### src/rtl/dp_csr_pkg.sv
// rtl/dp_csr_pkg.sv - shared types, codes and helpers for the AXI-Lite CSR block
package dp_csr_pkg;

  localparam int DW = 32;

  localparam logic [1:0] RESP_OKAY   = 2'd0;
  localparam logic [1:0] RESP_SLVERR = 2'd2;
  localparam logic [1:0] RESP_DECERR = 2'd3;

  localparam int IDX_ID       = 0;
  localparam int IDX_CTRL     = 1;
  localparam int IDX_STATUS   = 2;
  localparam int IDX_SCRATCH0 = 3;

  typedef enum logic [1:0] {
    WR_IDLE,
    WR_COMMIT,
    WR_RESP
  } wr_state_t;

  typedef enum logic {
    RD_IDLE,
    RD_RESP
  } rd_state_t;

  function automatic logic [DW-1:0] apply_wstrb(input logic [DW-1:0] old_w,
                                                input logic [DW-1:0] new_w,
                                                input logic [DW/8-1:0] strb);
    logic [DW-1:0] res;
    res = old_w;
    for (int b = 0; b < DW/8; b++) begin
      if (strb[b]) res[b*8 +: 8] = new_w[b*8 +: 8];
    end
    return res;
  endfunction

endpackage

### src/rtl/dp_axil_csr_if.sv
// rtl/dp_axil_csr_if.sv - AXI4-Lite bus bundle between agent (master) and CSR block (slave)
interface dp_axil_csr_if #(
  parameter int ADDR_WIDTH = 12,
  parameter int DATA_WIDTH = 32
);
  logic                    awvalid;
  logic                    awready;
  logic [ADDR_WIDTH-1:0]   awaddr;
  logic                    wvalid;
  logic                    wready;
  logic [DATA_WIDTH-1:0]   wdata;
  logic [DATA_WIDTH/8-1:0] wstrb;
  logic                    bvalid;
  logic                    bready;
  logic [1:0]              bresp;
  logic                    arvalid;
  logic                    arready;
  logic [ADDR_WIDTH-1:0]   araddr;
  logic                    rvalid;
  logic                    rready;
  logic [DATA_WIDTH-1:0]   rdata;
  logic [1:0]              rresp;

  modport master (
    output awvalid, awaddr, wvalid, wdata, wstrb, bready, arvalid, araddr, rready,
    input  awready, wready, bvalid, bresp, arready, rvalid, rdata, rresp
  );

  modport slave (
    input  awvalid, awaddr, wvalid, wdata, wstrb, bready, arvalid, araddr, rready,
    output awready, wready, bvalid, bresp, arready, rvalid, rdata, rresp
  );
endinterface

### src/rtl/dp_csr_regfile.sv
// rtl/dp_csr_regfile.sv - word register storage with strobe merge and RO/unmapped decode
module dp_csr_regfile
  import dp_csr_pkg::*;
#(
  parameter int          IW         = 10,
  parameter int          NUM_REGS   = 8,
  parameter logic [31:0] ID_VALUE   = 32'h00D0_0001,
  parameter logic [31:0] CTRL_RESET = 32'h0
) (
  input  logic            clk,
  input  logic            reset_n,
  input  logic            wr_en,
  input  logic [IW-1:0]   wr_idx,
  input  logic [DW-1:0]   wr_data,
  input  logic [DW/8-1:0] wr_strb,
  output logic [1:0]      wr_resp,
  input  logic [IW-1:0]   rd_idx,
  output logic [DW-1:0]   rd_data,
  output logic [1:0]      rd_resp,
  input  logic [DW-1:0]   status_i,
  output logic [DW-1:0]   ctrl_o
);

  localparam int NS = NUM_REGS - IDX_SCRATCH0;

  logic [DW-1:0] ctrl_q, ctrl_d;
  logic [DW-1:0] scratch_q [NS];
  logic [DW-1:0] scratch_d [NS];
  int            wr_i;
  int            rd_i;

  assign wr_i   = 32'(wr_idx);
  assign rd_i   = 32'(rd_idx);
  assign ctrl_o = ctrl_q;

  always_comb begin
    wr_resp = RESP_OKAY;
    if (wr_i >= NUM_REGS) begin
      wr_resp = RESP_DECERR;
    end else if (wr_i == IDX_ID || wr_i == IDX_STATUS) begin
      wr_resp = RESP_SLVERR;
    end
  end

  // Only OKAY-decoded writes reach storage; error responses leave state untouched.
  always_comb begin
    ctrl_d    = ctrl_q;
    scratch_d = scratch_q;
    if (wr_en && wr_resp == RESP_OKAY) begin
      if (wr_i == IDX_CTRL) ctrl_d = apply_wstrb(ctrl_q, wr_data, wr_strb);
      for (int k = 0; k < NS; k++) begin
        if (wr_i == IDX_SCRATCH0 + k) scratch_d[k] = apply_wstrb(scratch_q[k], wr_data, wr_strb);
      end
    end
  end

  always_comb begin
    rd_data = '0;
    rd_resp = RESP_OKAY;
    if (rd_i >= NUM_REGS) begin
      rd_resp = RESP_DECERR;
    end else if (rd_i == IDX_ID) begin
      rd_data = ID_VALUE;
    end else if (rd_i == IDX_CTRL) begin
      rd_data = ctrl_q;
    end else if (rd_i == IDX_STATUS) begin
      rd_data = status_i;
    end else begin
      for (int k = 0; k < NS; k++) begin
        if (rd_i == IDX_SCRATCH0 + k) rd_data = scratch_q[k];
      end
    end
  end

  always_ff @(posedge clk or negedge reset_n) begin
    if (!reset_n) begin
      ctrl_q <= CTRL_RESET;
      for (int k = 0; k < NS; k++) scratch_q[k] <= '0;
    end else begin
      ctrl_q    <= ctrl_d;
      scratch_q <= scratch_d;
    end
  end

endmodule

### src/rtl/dp_axil_csr.sv
// rtl/dp_axil_csr.sv - AXI4-Lite slave handshake FSMs in front of the CSR register file
module dp_axil_csr
  import dp_csr_pkg::*;
#(
  parameter int          ADDR_WIDTH = 12,
  parameter int          DATA_WIDTH = 32,
  parameter int          NUM_REGS   = 8,
  parameter logic [31:0] ID_VALUE   = 32'h00D0_0001,
  parameter logic [31:0] CTRL_RESET = 32'h0
) (
  input  logic                  clk,
  input  logic                  reset_n,
  dp_axil_csr_if.slave          axil,
  input  logic [DATA_WIDTH-1:0] status_i,
  output logic [DATA_WIDTH-1:0] ctrl_o
);

  localparam int IW = ADDR_WIDTH - 2;

  logic                    live_q, live_d;
  wr_state_t               wr_state_q, wr_state_d;
  logic                    aw_held_q, aw_held_d;
  logic                    w_held_q, w_held_d;
  logic [IW-1:0]           awidx_q, awidx_d;
  logic [DATA_WIDTH-1:0]   wdata_q, wdata_d;
  logic [DATA_WIDTH/8-1:0] wstrb_q, wstrb_d;
  logic                    bvalid_q, bvalid_d;
  logic [1:0]              bresp_q, bresp_d;
  rd_state_t               rd_state_q, rd_state_d;
  logic                    rvalid_q, rvalid_d;
  logic [DATA_WIDTH-1:0]   rdata_q, rdata_d;
  logic [1:0]              rresp_q, rresp_d;

  logic                    aw_hs, w_hs, ar_hs;
  logic                    wr_en;
  logic [1:0]              wr_resp;
  logic [DATA_WIDTH-1:0]   rd_data;
  logic [1:0]              rd_resp;
  logic                    unused_addr_lsbs;

  assign unused_addr_lsbs = ^{axil.awaddr[1:0], axil.araddr[1:0]};

  // live_q keeps all readies low until the first edge after reset release.
  assign axil.awready = live_q && !aw_held_q && !bvalid_q;
  assign axil.wready  = live_q && !w_held_q && !bvalid_q;
  assign axil.arready = live_q && !rvalid_q;
  assign axil.bvalid  = bvalid_q;
  assign axil.bresp   = bresp_q;
  assign axil.rvalid  = rvalid_q;
  assign axil.rdata   = rdata_q;
  assign axil.rresp   = rresp_q;

  assign aw_hs = axil.awvalid && axil.awready;
  assign w_hs  = axil.wvalid && axil.wready;
  assign ar_hs = axil.arvalid && axil.arready;

  dp_csr_regfile #(
    .IW         (IW),
    .NUM_REGS   (NUM_REGS),
    .ID_VALUE   (ID_VALUE),
    .CTRL_RESET (CTRL_RESET)
  ) u_regfile (
    .clk      (clk),
    .reset_n  (reset_n),
    .wr_en    (wr_en),
    .wr_idx   (awidx_q),
    .wr_data  (wdata_q),
    .wr_strb  (wstrb_q),
    .wr_resp  (wr_resp),
    .rd_idx   (axil.araddr[ADDR_WIDTH-1:2]),
    .rd_data  (rd_data),
    .rd_resp  (rd_resp),
    .status_i (status_i),
    .ctrl_o   (ctrl_o)
  );

  always_comb begin
    live_d     = 1'b1;
    wr_state_d = wr_state_q;
    aw_held_d  = aw_held_q;
    w_held_d   = w_held_q;
    awidx_d    = awidx_q;
    wdata_d    = wdata_q;
    wstrb_d    = wstrb_q;
    bvalid_d   = bvalid_q;
    bresp_d    = bresp_q;
    wr_en      = 1'b0;
    case (wr_state_q)
      WR_IDLE: begin
        if (aw_hs) begin
          aw_held_d = 1'b1;
          awidx_d   = axil.awaddr[ADDR_WIDTH-1:2];
        end
        if (w_hs) begin
          w_held_d = 1'b1;
          wdata_d  = axil.wdata;
          wstrb_d  = axil.wstrb;
        end
        if ((aw_held_q || aw_hs) && (w_held_q || w_hs)) wr_state_d = WR_COMMIT;
      end
      WR_COMMIT: begin
        wr_en      = 1'b1;
        bvalid_d   = 1'b1;
        bresp_d    = wr_resp;
        aw_held_d  = 1'b0;
        w_held_d   = 1'b0;
        wr_state_d = WR_RESP;
      end
      WR_RESP: begin
        if (axil.bready) begin
          bvalid_d   = 1'b0;
          wr_state_d = WR_IDLE;
        end
      end
      default: wr_state_d = WR_IDLE;
    endcase
  end

  // Read data is captured from the pre-commit storage, so a same-edge write is not visible.
  always_comb begin
    rd_state_d = rd_state_q;
    rvalid_d   = rvalid_q;
    rdata_d    = rdata_q;
    rresp_d    = rresp_q;
    case (rd_state_q)
      RD_IDLE: begin
        if (ar_hs) begin
          rvalid_d   = 1'b1;
          rdata_d    = rd_data;
          rresp_d    = rd_resp;
          rd_state_d = RD_RESP;
        end
      end
      RD_RESP: begin
        if (axil.rready) begin
          rvalid_d   = 1'b0;
          rd_state_d = RD_IDLE;
        end
      end
      default: rd_state_d = RD_IDLE;
    endcase
  end

  always_ff @(posedge clk or negedge reset_n) begin
    if (!reset_n) begin
      live_q     <= 1'b0;
      wr_state_q <= WR_IDLE;
      aw_held_q  <= 1'b0;
      w_held_q   <= 1'b0;
      awidx_q    <= '0;
      wdata_q    <= '0;
      wstrb_q    <= '0;
      bvalid_q   <= 1'b0;
      bresp_q    <= RESP_OKAY;
      rd_state_q <= RD_IDLE;
      rvalid_q   <= 1'b0;
      rdata_q    <= '0;
      rresp_q    <= RESP_OKAY;
    end else begin
      live_q     <= live_d;
      wr_state_q <= wr_state_d;
      aw_held_q  <= aw_held_d;
      w_held_q   <= w_held_d;
      awidx_q    <= awidx_d;
      wdata_q    <= wdata_d;
      wstrb_q    <= wstrb_d;
      bvalid_q   <= bvalid_d;
      bresp_q    <= bresp_d;
      rd_state_q <= rd_state_d;
      rvalid_q   <= rvalid_d;
      rdata_q    <= rdata_d;
      rresp_q    <= rresp_d;
    end
  end

endmodule

### src/flat_wrapper.sv
// flat-port wrapper written by rule: the top's interface ports become plain ports
module dp_axil_csr_flat import dp_csr_pkg::*;
#(
  parameter int          ADDR_WIDTH = 12,
  parameter int          DATA_WIDTH = 32,
  parameter int          NUM_REGS   = 8,
  parameter logic [31:0] ID_VALUE   = 32'h00D0_0001,
  parameter logic [31:0] CTRL_RESET = 32'h0
)
  (clk, reset_n, status_i, ctrl_o, axil_awvalid, axil_awaddr, axil_wvalid, axil_wdata, axil_wstrb, axil_bready, axil_arvalid, axil_araddr, axil_rready, axil_awready, axil_wready, axil_bvalid, axil_bresp, axil_arready, axil_rvalid, axil_rdata, axil_rresp);
  dp_axil_csr_if #(.ADDR_WIDTH(ADDR_WIDTH), .DATA_WIDTH(DATA_WIDTH)) axil_i ();
  input  logic clk;
  input  logic reset_n;
  input  logic [DATA_WIDTH-1:0] status_i;
  output logic [DATA_WIDTH-1:0] ctrl_o;
  input wire logic [$bits(axil_i.awvalid)-1:0] axil_awvalid;
  input wire logic [$bits(axil_i.awaddr)-1:0] axil_awaddr;
  input wire logic [$bits(axil_i.wvalid)-1:0] axil_wvalid;
  input wire logic [$bits(axil_i.wdata)-1:0] axil_wdata;
  input wire logic [$bits(axil_i.wstrb)-1:0] axil_wstrb;
  input wire logic [$bits(axil_i.bready)-1:0] axil_bready;
  input wire logic [$bits(axil_i.arvalid)-1:0] axil_arvalid;
  input wire logic [$bits(axil_i.araddr)-1:0] axil_araddr;
  input wire logic [$bits(axil_i.rready)-1:0] axil_rready;
  output wire logic [$bits(axil_i.awready)-1:0] axil_awready;
  output wire logic [$bits(axil_i.wready)-1:0] axil_wready;
  output wire logic [$bits(axil_i.bvalid)-1:0] axil_bvalid;
  output wire logic [$bits(axil_i.bresp)-1:0] axil_bresp;
  output wire logic [$bits(axil_i.arready)-1:0] axil_arready;
  output wire logic [$bits(axil_i.rvalid)-1:0] axil_rvalid;
  output wire logic [$bits(axil_i.rdata)-1:0] axil_rdata;
  output wire logic [$bits(axil_i.rresp)-1:0] axil_rresp;
  assign axil_i.awvalid = axil_awvalid;
  assign axil_i.awaddr = axil_awaddr;
  assign axil_i.wvalid = axil_wvalid;
  assign axil_i.wdata = axil_wdata;
  assign axil_i.wstrb = axil_wstrb;
  assign axil_i.bready = axil_bready;
  assign axil_i.arvalid = axil_arvalid;
  assign axil_i.araddr = axil_araddr;
  assign axil_i.rready = axil_rready;
  assign axil_awready = axil_i.awready;
  assign axil_wready = axil_i.wready;
  assign axil_bvalid = axil_i.bvalid;
  assign axil_bresp = axil_i.bresp;
  assign axil_arready = axil_i.arready;
  assign axil_rvalid = axil_i.rvalid;
  assign axil_rdata = axil_i.rdata;
  assign axil_rresp = axil_i.rresp;
  dp_axil_csr #(.ADDR_WIDTH(ADDR_WIDTH), .DATA_WIDTH(DATA_WIDTH), .NUM_REGS(NUM_REGS), .ID_VALUE(ID_VALUE), .CTRL_RESET(CTRL_RESET)) u_core (.clk(clk), .reset_n(reset_n), .axil(axil_i), .status_i(status_i), .ctrl_o(ctrl_o));
endmodule
### config.mk
export PLATFORM = sky130hd
export DESIGN_NAME = dp_axil_csr_flat
export DESIGN_NICKNAME = d
export VERILOG_FILES = /design/src/rtl/dp_csr_pkg.sv /design/src/rtl/dp_axil_csr_if.sv /design/src/rtl/dp_csr_regfile.sv /design/src/rtl/dp_axil_csr.sv /design/src/flat_wrapper.sv
export SDC_FILE = /design/constraint.sdc
export NUM_CORES = 1
export LEC_CHECK = 0
export BUFFER_PORTS_ARGS = -buffer_cell sky130_fd_sc_hd__clkbuf_2
export CAP_MARGIN = 20
export CORE_ASPECT_RATIO = 2
export CORE_MARGIN = 3
export CORE_UTILIZATION = 41
export CTS_CLUSTER_SIZE = 16
export DETAILED_ROUTE_END_ITERATION = 8
export GPL_TIMING_DRIVEN = 0
export SETUP_SLACK_MARGIN = 0.02
export SYNTH_ARGS = -nofsm -noshare
export SYNTH_HDL_FRONTEND = slang
export SYNTH_SLANG_ARGS = --single-unit
### constraint.sdc
create_clock -name clk -period 6.3 [get_ports clk]
set_input_delay 0.315 -clock clk [delete_from_list [all_inputs] [get_ports clk]]
set_output_delay 0.315 -clock clk [all_outputs]
set_load 0.01 [all_outputs]
==> results of run 1 <==
-- sequential cells by signal (all words and copies together), names as in the netlist --
| register | flops |
|---|---|
| u_core.u_regfile.ctrl_o | 32 |
| u_core.wr_state_q | 2 |
| u_core.axil.bresp | 2 |
| u_core.aw_held_q | 1 |
| u_core.axil.rresp | 1 |
| u_core.axil.rdata | 32 |
| u_core.wdata_q | 32 |
| u_core.axil.bvalid | 1 |
| u_core.u_regfile.scratch_q | 160 |
| u_core.wstrb_q | 4 |
| u_core.axil.rvalid | 1 |
| u_core.awidx_q | 10 |
| u_core.live_q | 1 |
| u_core.rd_state_q | 1 |
| u_core.w_held_q | 1 |
-- how the worst max path moves through the flow --
| stage | depth (start not counted) | slack [ps] | end | startpoint |
|---|---|---|---|---|
| final | 6 | 3520 | u_core.axil.rdata[24]$_DFFE_PN0P_ | u_core.axil.rvalid$_DFFE_PN0P_ |
| after global routing | 6 | 3350 | u_core.axil.rdata[24]$_DFFE_PN0P_ | u_core.axil.rvalid$_DFFE_PN0P_ |
| after CTS | 5 | 3450 | u_core.u_regfile.scratch_q[88]$_DFFE_PN0P_ | u_core.awidx_q[8]$_DFFE_PN0P_ |
| after detailed placement | 5 | 3460 | u_core.u_regfile.scratch_q[89]$_DFFE_PN0P_ | u_core.awidx_q[8]$_DFFE_PN0P_ |
| after global placement | 1 | -1110 | u_core.axil.rdata[21]$_DFFE_PN0P_ | reset_n |
| after floorplan | 5 | 4240 | u_core.u_regfile.scratch_q[64]$_DFFE_PN0P_ | u_core.awidx_q[9]$_DFFE_PN0P_ |
-- final cells by class --
cell class | instances | area (um2) | area share
Clock inverter | 7 | 88.8 | 0.00582
Sequential cell | 281 | 7030 | 0.460
Clock buffer | 36 | 729 | 0.0478
Inverter | 2 | 7.51 | 0.000491
Buffer | 59 | 268 | 0.0175
Tap cell | 368 | 460 | 0.0301
Timing Repair Buffer | 203 | 1240 | 0.0813
Multi-Input combinational cell | 650 | 5450 | 0.357
-- kinds of logic (layout without fill, tap and decap cells) --
logic type / after synthesis / in the layout
AOI/OAI and AO/OA: 196 / 196
and+or+nand+nor: 192 / 192
muxes: 261 / 261
buffers and inverters: 61 / 307
other: 1 / 1
DFF: 281 / 281
-- metrics by stage --
step	utilization	worst slack, ps	hold WS (ps)	power [W]	setup TNS (ps)
5_1_grt	0.502	3350	4.50	0.00488	0
4_1_cts	0.502	3450	5.58	0.00471	0
3_5_place_dp	0.465	3460	420	0.00312	0
3_3_place_gp	0.462	-1110	478	0.00309	-301880
6_report	0.502	3520	14.6	0.00467	0
2_1_floorplan	-	4240	19.4	0.00274	0
-- cell usage in the layout, fill, tap and decap left out, drive strengths merged, types with 3 or more instances in the layout --
master | synthesis | layout
a211oi | 3 | 3
a21oi | 29 | 29
a221oi | 4 | 4
a22oi | 31 | 31
a2bb2oi | 6 | 6
a31oi | 13 | 13
a32o | 4 | 4
a32oi | 3 | 3
and3 | 3 | 3
buf | 26 | 30
clkbuf | 33 | 235
clkinv | 0 | 4
dfrtp | 281 | 281
dlygate4sd3 | 0 | 33
inv | 2 | 3
mux2 | 240 | 240
mux2i | 20 | 20
nand2 | 58 | 58
nand2b | 13 | 13
nand3 | 32 | 32
nand4 | 4 | 4
nor2 | 31 | 31
nor2b | 14 | 14
nor3 | 16 | 16
nor3b | 5 | 5
nor4 | 6 | 6
o211ai | 21 | 21
o21a | 17 | 17
o21ai | 26 | 26
o221ai | 21 | 21
o22ai | 5 | 5
o31ai | 8 | 8
-- per-layer routing --
metal | vias to the layer above | GRT usage | share of wire
met5 | - | 0 | 0
met4 | 0 | 0.0973 | 0.046
met3 | 76 | 0.0199 | 0.037
met2 | 260 | 0.414 | 0.53
met1 | 4744 | 0.284 | 0.39
li1 | 4144 | - | -
-- power breakdown --
group          total [W]  leakage, nW  internal, W  switching, W
registers        0.00234         3.81      0.00203      0.000306
clock network    0.00157        0.404     0.000887      0.000688
logic           0.000757         3.01     0.000340      0.000416
total            0.00467         7.22      0.00326       0.00141
==> run_results.csv, run 1 <==
group,metric,value,unit
routing,post_drt_wl_per_cell,24.1,um
min_path,hold_depth,2,
setup_path,slowest_delay,880,ps
sta,finalHoldViolations,0,
setup_path,arrival,3240,ps
sta,worstMarginPinSlew,1150,ps
synth,ys_top_cells_by_area,"dfrtp_1 (55%), mux2_2 (21%), a22oi_1 (1.7%)",
global_route,overflow,0,
setup_path,r2r-end,"u_core.axil.rdata[24]$_DFFE_PN0P_",
placed_design,gp_congestion,0.848,
synth,ys_ff_latch,281,
cts,ctsResizeCount,0,
routing,drc_errors,0,
finish,final_nets,1323,
routing,drtIter0Drc,614,
power,max-vdd-ir-drop,0.000189,V
synth,synth_adder_area_share,0,
sta,fin_crit,2780,ps
setup_path,ff2ff_path_depth,6,
min_path,min_from,"axil_awaddr[7]",
cts,cts_tree,"done",
sta,final_max_slew_viol_count,0,
cts,cts_root_buffer,"clkbuf_16",
floorplanning,start_util,0.420,
synth,yosys.area.top_type_share,0.551,
synth,yosysWarningCount,0,
finish,n_antenna_cell,0,
min_path,worstHoldPathType,"in2reg",
global_route,grt_usage,0.233,
setup_path,cp.required,6750,ps
min_path,holdPathEnd,"u_core.awidx_q[5]$_DFFE_PN0P_",
finish,postLayoutCellArea,0.0153,mm2
floorplanning,die_h,255,um
setup_path,path_max_fanout,10,
cts,numCtsBuffers,27,
finish,fillers,2773,
placed_design,hpwl,27.8,mm
setup_path,critPathTopFamily,"simple AND/OR/NAND/NOR gates",
routing,vias,9224,
synth,ys.flop_type,"dfrtp_1",
floorplanning,core_area,0.0304,mm2
cts,ctsHoldBuffers,33,
floorplanning,pin_count,172,
synth,synth_edf_count,0,
placed_design,place_inst,1530,
synth,synth_area,0.0128,mm2
setup_path,worst_setup_path_end_kind,"register",
setup_path,crit_chain,"nand4bb_1, clkbuf_1, nor4_4, clkbuf_2, o21ai_0, a22oi_1",
global_route,grt_pass1_vias,9782,
synth,synth_top_family_by_area,"multiplexers",
cts,clockBufferDepth,3,
status,status,"finished, final reports clean",
synth,synth_xor_area_frac,0,
floorplanning,dieArea,0.0334,mm2
synth,netlist_instances,992,
synth,syn_avg_cell_area,12.9,um2
routing,routed_wl,38.6,mm
setup_path,r2r-start,"u_core.axil.rvalid$_DFFE_PN0P_",
setup_path,worstSetupStartpointType,"register",
finish,final_cells,1606,
setup_path,ff2ff_setup_slack,3520,ps
cts,cts_sinks,281,
finish,area_growth,19.8,%
global_route,antenna_found_initial,0,
power,powerDensity,306,mW/mm2
synth,synth_compound_area_frac,0.108,
setup_path,worstSetupPathType,"reg2reg",
setup_path,cp_slowest_cell,"nor4_4",
sta,slew_headroom,0.232,
sta,setup_viol,0,
routing,avgViaCountPerCell,5.74,
synth,async_flop_share,1.00,
placed_design,postPlaceCellArea,0.0141,mm2
global_route,grt_pass1_wl,58.8,mm
global_route,grt_max_degree,101,
finish,drive_gt1_frac,0.394,
sta,fmax,359,MHz
cts,cts.clk_slew.worst_paths,60,ps
floorplanning,dieWidth,131,um
power,p_leak,7.22,nW
synth,synthSimpleGateAreaFrac,0.0895,
cts,postCtsSetupBuffers,0,
synth,muxShareOfSynthArea,0.229,
placed_design,io_buffers,166,
routing,first_pass_iters,5,
synth,yosysMostFrequentCell,"dfrtp_1",
sta,fin_skew,33.5,ps
synth,ys_types,56,
cts,h-tree-depth,1,
synth,syn_nets,1091,
synth,yosysTopAreaCell,"dfrtp_1",
cts,clock_latency,560,ps
sta,rsz0062_at_grt,"false",
routing,ant_nets,0,
run,maxCapViolCount,0,
sta,min_period_over_period,0.442,
synth,synth_common_cells,"dfrtp_1 (281), mux2_2 (240), nand2_1 (58), clkbuf_1 (32)",
setup_path,timing.critical_path.buf_inv,2,
synth,yosysSeqAreaShare,0.551,
floorplanning,placementRows,90,
Note: power is estimated with default switching activity, not from simulation.
==> inputs of run 2 (changes only) <==
ABC_AREA = 1   (was not set)
clock period = 2.7 ns   (was 6.3 ns; I/O delays follow)
==> run 2 against run 1 <==
Compared with the run above: synthesized cell count increased by 63%; sequential share of layout area shrank 3.3 points; sequential cell count unchanged; register-to-register slack worse by 3100 ps; synthesized area rose by 5.7%; non-clock buffer count grew 35; final area is 7.7% higher; via count rose by 27%; clock power rose to 2.7 times the previous value; power increased by 140%; critical path type unchanged; critical endpoint is now u_core.u_regfile.scratch_q[129]$_DFFE_PN0P_.
==> run_results.csv, run 2 <==
group,metric,value,unit
status,status,"finished, final reports clean",
setup_path,r2r-end,"u_core.u_regfile.scratch_q[129]$_DFFE_PN0P_",
global_route,use_met1,0.279,
power,combPwrFrac,0.163,
routing,drc_errors,0,
synth,yosysWarningCount,0,
min_path,min_from,"status_i[25]",
sta,setup_viol,0,
finish,n_antenna_cell,0,
global_route,busiest_layer,"met2",
setup_path,slowest_delay,440,ps
run,maxCapViolCount,0,
setup_path,cp_slowest_cell,"dfrtp_1",
placed_design,gp_congestion,0.888,
sta,min_period_over_period,0.848,
synth,synth_edf_count,0,
min_path,holdPathEnd,"u_core.axil.rdata[25]$_DFFE_PN0P_",
synth,ys_top_cells_by_area,"dfrtp_1 (52%), nand2_1 (16%), o21ai_2 (6.2%)",
min_path,worstHoldPathType,"in2reg",
synth,yosysSeqAreaShare,0.521,
power,powerDensity,686,mW/mm2
placed_design,place_inst,2210,
global_route,grt_max_degree,107,
synth,synth_common_cells,"nand2_1 (560), dfrtp_1 (281), nor2_1 (128), inv_1 (111), o21ai_2 (96)",
synth,ys_ff_latch,281,
synth,yosysMostFrequentCell,"nand2_1",
sta,hold_slack,18.8,ps
sta,finalHoldViolations,0,
cts,cts_sinks,281,
synth,yosys.area.top_type_share,0.521,
min_path,hold_depth,7,
setup_path,crit_chain,"nor3_1, o2111ai_1, nor2_4, nand3_2, clkbuf_1, o21ai_0, nand2_1",
finish,layout_commonest_cell,"nand2_1",
sta,rsz0062_at_grt,"false",
finish,layout_common_cells,"nand2_1 (560), dfrtp_1 (281), clkbuf_2 (166), nor2_1 (128), inv_1 (111)",
cts,clockBufferDepth,3,
synth,muxShareOfSynthArea,0.00501,
cts,clock_latency,540,ps
synth,synth_compound_area_frac,0.126,
synth,syn_avg_cell_area,8.35,um2
global_route,grt_pass1_wl,67.7,mm
sta,final_max_slew_viol_count,0,
power,power_frac_seq,0.458,
synth,synth_top_family_by_area,"simple AND/OR/NAND/NOR gates",
floorplanning,dieWidth,134,um
power,p_sw,0.00357,W
setup_path,worst_setup_path_end_kind,"register",
routing,vias,11700,
routing,ant_nets,0,
finish,largest_register,"u_core.u_regfile.scratch_q",
global_route,grt_usage,0.248,
power,max-vdd-ir-drop,0.000533,V
cts,cts.clk_slew.worst_paths,70,ps
setup_path,cp.required,3120,ps
floorplanning,core_area,0.0323,mm2
cts,numCtsBuffers,26,
routing,post_drt_wl_per_cell,19.0,um
floorplanning,pin_count,172,
power,fin_total_pwr,0.0113,W
synth,ys.flop_type,"dfrtp_1",
power,p_leak,8.65,nW
setup_path,r2r-start,"u_core.awidx_q[4]$_DFFE_PN0P_",
setup_path,worstSetupPathType,"reg2reg",
synth,yosysTopAreaCell,"dfrtp_1",
power,p_clk_frac,0.379,
finish,largest_reg_flops,160,
synth,syn_nets,1713,
synth,synth_adder_area_share,0,
global_route,use_met2,0.465,
global_route,antenna_found_initial,0,
finish,utilization,0.509,
setup_path,ff2ff_setup_slack,410,ps
sta,setup_ws,410,ps
finish,drive_gt1_frac,0.220,
global_route,overflow,0,
cts,cts_root_buffer,"clkbuf_16",
synth,netlist_instances,1614,
synth,async_flop_share,1.00,
setup_path,path_max_fanout,10,
routing,routed_wl,43.9,mm
placed_design,hpwl,32.5,mm
synth,ys_types,35,
sta,slew_headroom,0.363,
floorplanning,dieArea,0.0352,mm2
cts,h-tree-depth,1,
floorplanning,placementRows,93,
setup_path,arrival,2710,ps
setup_path,ff2ff_path_depth,7,
finish,final_nets,1965,
floorplanning,start_util,0.417,
placed_design,post-place-ws,430,ps
routing,drtIter0Drc,852,
sta,fin_crit,2290,ps
power,p_int,0.00772,W
finish,final_cells,2312,
finish,area_growth,22.0,%
power,switching_share,0.316,
routing,first_pass_iters,5,
floorplanning,die_h,262,um
global_route,met3_usage,0.0261,
setup_path,worstSetupStartpointType,"register",
cts,cts_tree,"done",
routing,avgViaCountPerCell,5.06,
global_route,grt_pass1_vias,11900,
sta,worstMarginPinSlew,955,ps
placed_design,io_buffers,167,
synth,synth_xor_area_frac,0,
sta,fin_skew,10.9,ps
sta,fmax,437,MHz
synth,synthSimpleGateAreaFrac,0.285,
synth,synth_area,0.0135,mm2
## run 2: worst max-delay path, delay by kind of cell (launching register included)
family | cells | cell delay (ps)
buffers and inverters | 1 | 390
and+or+nand+nor | 4 | 870
DFF | 1 | 440
AOI/OAI and AO/OA | 2 | 470
## run 2: worst max path at each step
| stage | cells after the start | startpoint | slack (ps) | to |
|---|---|---|---|---|
| after global routing | 7 | u_core.awidx_q[4]$_DFFE_PN0P_ | 160 | u_core.u_regfile.scratch_q[134]$_DFFE_PN0P_ |
| final | 7 | u_core.awidx_q[4]$_DFFE_PN0P_ | 410 | u_core.u_regfile.scratch_q[129]$_DFFE_PN0P_ |
| after floorplan | 5 | u_core.axil.bvalid$_DFFE_PN0P_ | 1010 | u_core.wstrb_q[2]$_DFFE_PN0P_ |
| after global placement | 1 | reset_n | -4610 | u_core.live_q$_DFF_PN0_ |
| after detailed placement | 5 | u_core.axil.bvalid$_DFFE_PN0P_ | 430 | u_core.wdata_q[20]$_DFFE_PN0P_ |
| after CTS | 5 | u_core.axil.bvalid$_DFFE_PN0P_ | 410 | u_core.wdata_q[20]$_DFFE_PN0P_ |
## run 2: area by class of cell
class / instances / area, um2
Sequential cell: 281 / 7030
Timing Repair Buffer: 224 / 1450
Buffer: 73 / 405
Tap cell: 427 / 534
Clock inverter: 10 / 228
Clock buffer: 37 / 753
Multi-Input combinational cell: 1142 / 5600
Fill cell: 3216 / 15900
Inverter: 118 / 443
## run 2: per-layer routing
metal  part of all wire  routed length, um
met4              0.045               2000
met3              0.043               1880
met5                  0                  0
met2               0.54              23600
met1               0.37              16400
## run 2: repair_timing
action	4_1_cts	5_1_grt
hold buffers	55	0
endpoints found under the hold margin	148	0
gates resized for setup	0	0
setup buffers	0	0
## run 2: power by group through the flow
stage | clock (W) | combinational (W) | sequential [W]
global placement | 0 | 0.00175 | 0.00523
CTS | 0.00434 | 0.00186 | 0.00516
floorplan | 0 | 0.00110 | 0.00509
detailed placement | 0 | 0.00179 | 0.00523
global route | 0.00450 | 0.00203 | 0.00523
finish | 0.00428 | 0.00184 | 0.00517
## run 2: logic make-up (layout without fill, tap and decap cells)
| kind of cell | after synthesis | after routing |
|---|---|---|
| mux | 6 | 6 |
| compound gates | 266 | 266 |
| other cells | 1 | 1 |
| buf+inv | 191 | 462 |
| flops | 281 | 281 |
| simple gates | 869 | 869 |
## run 2: metrics by stage
stage | TNS [ps] | instance area [um2]
after global routing | 0 | 16400
final | 0 | 16400
after detailed placement | 0 | 14900
after global placement | -1283770 | 14900
after CTS | 0 | 16400
after floorplan | 0 | 13500
==> inputs of run 3 (changes only) <==
ABC_AREA = 0   (was 1)
clock period = 2.14 ns   (was 2.7 ns; I/O delays follow)
==> run 3 against run 2 <==
Compared with the run above: critical path depth down 1; die area fell by 5.2%; first-iteration DRC count fell by 31%; non-clock buffer count is 35 higher; sequential cell count stayed put; sequential share of layout area grew 0.59 points; global-route usage fell by 0.78 points; via count decreased by 18%; routed wire length down 9.8%; final area down 1.4%.
==> run_results.csv, run 3 (synthesized netlist as in run 1, its figures left out) <==
group,metric,value,unit
routing,routed_wl,39.6,mm
finish,seq_area,0.00703,mm2
run,maxCapViolCount,0,
min_path,worstHoldPathType,"in2reg",
global_route,grt_usage,0.240,
finish,area_growth,27.2,%
status,status,"finished, final reports clean",
setup_path,arrival,2430,ps
setup_path,worstSetupStartpointType,"register",
power,powerDensity,863,mW/mm2
global_route,grt_max_degree,101,
setup_path,cp.required,2560,ps
placed_design,io_buffers,166,
cts,cts_root_buffer,"clkbuf_16",
floorplanning,dieArea,0.0334,mm2
min_path,min_from,"status_i[6]",
routing,ant_nets,0,
sta,setup_ws,133,ps
sta,fmax,498,MHz
cts,cts_tree,"done",
finish,layout_common_cells,"dfrtp_1 (281), mux2_2 (240), clkbuf_2 (167), dlygate4sd3_1 (77), nand2_1 (57)",
floorplanning,placementRows,90,
routing,post_drt_wl_per_cell,23.6,um
cts,numCtsBuffers,27,
global_route,overflow,0,
power,p_sw,0.00429,W
routing,drc_errors,0,
global_route,grt_pass1_vias,10200,
setup_path,path_max_fanout,9,
cts,clockBufferDepth,3,
power,switching_share,0.307,
power,power_frac_seq,0.494,
global_route,antenna_found_initial,0,
finish,n_antenna_cell,0,
cts,cts.clk_slew.worst_paths,60,ps
sta,rsz0062_at_grt,"false",
cts,h-tree-depth,1,
floorplanning,start_util,0.420,
global_route,grt_pass1_wl,60.7,mm
placed_design,hpwl,27.8,mm
finish,drive_gt1_frac,0.403,
cts,cts_sinks,281,
routing,drtIter0Drc,589,
setup_path,worstSetupPathType,"reg2reg",
finish,multiInputGateArea,0.00555,mm2
sta,worstMarginPinSlew,1180,ps
setup_path,r2r-start,"u_core.awidx_q[9]$_DFFE_PN0P_",
floorplanning,die_h,255,um
sta,setup_viol,0,
cts,clock_latency,560,ps
sta,fin_skew,31.1,ps
finish,fillers,2656,
finish,final_nets,1393,
finish,largest_reg_flops,160,
sta,final_max_slew_viol_count,0,
sta,finalHoldViolations,0,
routing,avgViaCountPerCell,5.71,
power,max-vdd-ir-drop,0.000560,V
floorplanning,pin_count,172,
finish,utilization,0.534,
power,p_leak,7.67,nW
placed_design,post-place-ws,-696,ps
floorplanning,dieWidth,131,um
power,p_clk_frac,0.332,
sta,fin_crit,2010,ps
setup_path,cp-startpoint,"u_core.awidx_q[9]$_DFFE_PN0P_",
placed_design,gp_congestion,0.848,
floorplanning,core_area,0.0304,mm2
sta,slew_headroom,0.211,
sta,min_period_over_period,0.938,
setup_path,worst_setup_path_end_kind,"register",
finish,largest_register,"u_core.u_regfile.scratch_q",
routing,first_pass_iters,5,
power,p_int,0.00970,W
finish,layout_commonest_cell,"dfrtp_1",
power,combPwrFrac,0.174,
routing,vias,9572,
## run 3: cell types whose count changed in the layout (fill, tap and decap cells not counted), moves of 22 or more
cell	delta
o21ai_2	-96
nand2_1	-503
mux2_2	+234
o21ai_0	-54
dlygate4sd3_1	+22
a22oi_1	+29
nand4_1	-30
nand3_1	-48
o21ai_1	-46
nor2_1	-97
inv_1	-109
## run 3: metal layers
| metal | vias to the layer above | GRT usage | wire length [um] |
|---|---|---|---|
| met3 | 96 | 0.0301 | 1650 |
| met5 | - | 0 | 0 |
| met4 | 0 | 0.122 | 2240 |
| li1 | 4284 | - | - |
| met2 | 302 | 0.423 | 21000 |
| met1 | 4890 | 0.279 | 14700 |
## run 3: power by group through the flow
stage | Clock, W | Sequential [W] | Combinational (W)
2_1_floorplan | 0 | 0.00663 | 0.00145
4_1_cts | 0.00471 | 0.00690 | 0.00245
3_5_place_dp | 0 | 0.00698 | 0.00220
3_3_place_gp | 0 | 0.00697 | 0.00214
6_report | 0.00464 | 0.00692 | 0.00243
5_1_grt | 0.00493 | 0.00703 | 0.00266
## run 3: through the flow
stage	std cells	power, W	area [um2]	TNS, ps	hold WS, ps
4_1_cts	1673	0.0141	16200	0	9.32
3_3_place_gp	1526	0.00910	14000	-1503310	305
3_5_place_dp	1530	0.00919	14100	-93500	212
2_1_floorplan	992	0.00808	12800	0	-189
5_1_grt	1676	0.0146	16200	0	8.37
6_report	1676	0.0140	16200	0	19.6
## run 3: final cells by class
class | instances | area share
Sequential cell | 281 | 0.433
Multi-Input combinational cell | 650 | 0.342
Timing Repair Buffer | 274 | 0.128
Clock buffer | 36 | 0.0450
Tap cell | 368 | 0.0284
Buffer | 58 | 0.0175
Clock inverter | 7 | 0.00547
Inverter | 2 | 0.000463
## run 3: timing repair
| action | in CTS | in global routing |
|---|---|---|
| gates resized for setup | 24 | 11 |
| pin swaps | 20 | 1 |
| endpoints found under the setup margin | 253 | 106 |
| gates cloned | 0 | 0 |
| buffers inserted | 23 | 4 |
| endpoints found under the hold margin | 163 | 0 |
| hold buffers | 77 | 0 |
## run 3: worst paths after layout
| check | endpoint | slack (ps) | cells after the start |
|---|---|---|---|
| worst max-delay path | u_core.u_regfile.scratch_q[148]$_DFFE_PN0P_ | 130 | 6 |
| worst min-delay path | u_core.axil.rdata[6]$_DFFE_PN0P_ | 20 | 4 |
| worst max register to register | u_core.u_regfile.scratch_q[148]$_DFFE_PN0P_ | 130 | 6 |
| worst min register to register | u_core.axil.rdata[23]$_DFFE_PN0P_ | 500 | 2 |
| max in group asynchronous | u_core.wdata_q[13]$_DFFE_PN0P_ | 540 | 4 |
| min in group asynchronous | u_core.awidx_q[8]$_DFFE_PN0P_ | 190 | 2 |
## run 3: critical path, stage by stage, from the launching register on
cell and delay [ps]:
dfrtp_1 400, nor4_4 350, and3_1 200, clkbuf_4 240
nand4_1 120, buf_4 260, mux2_2 290
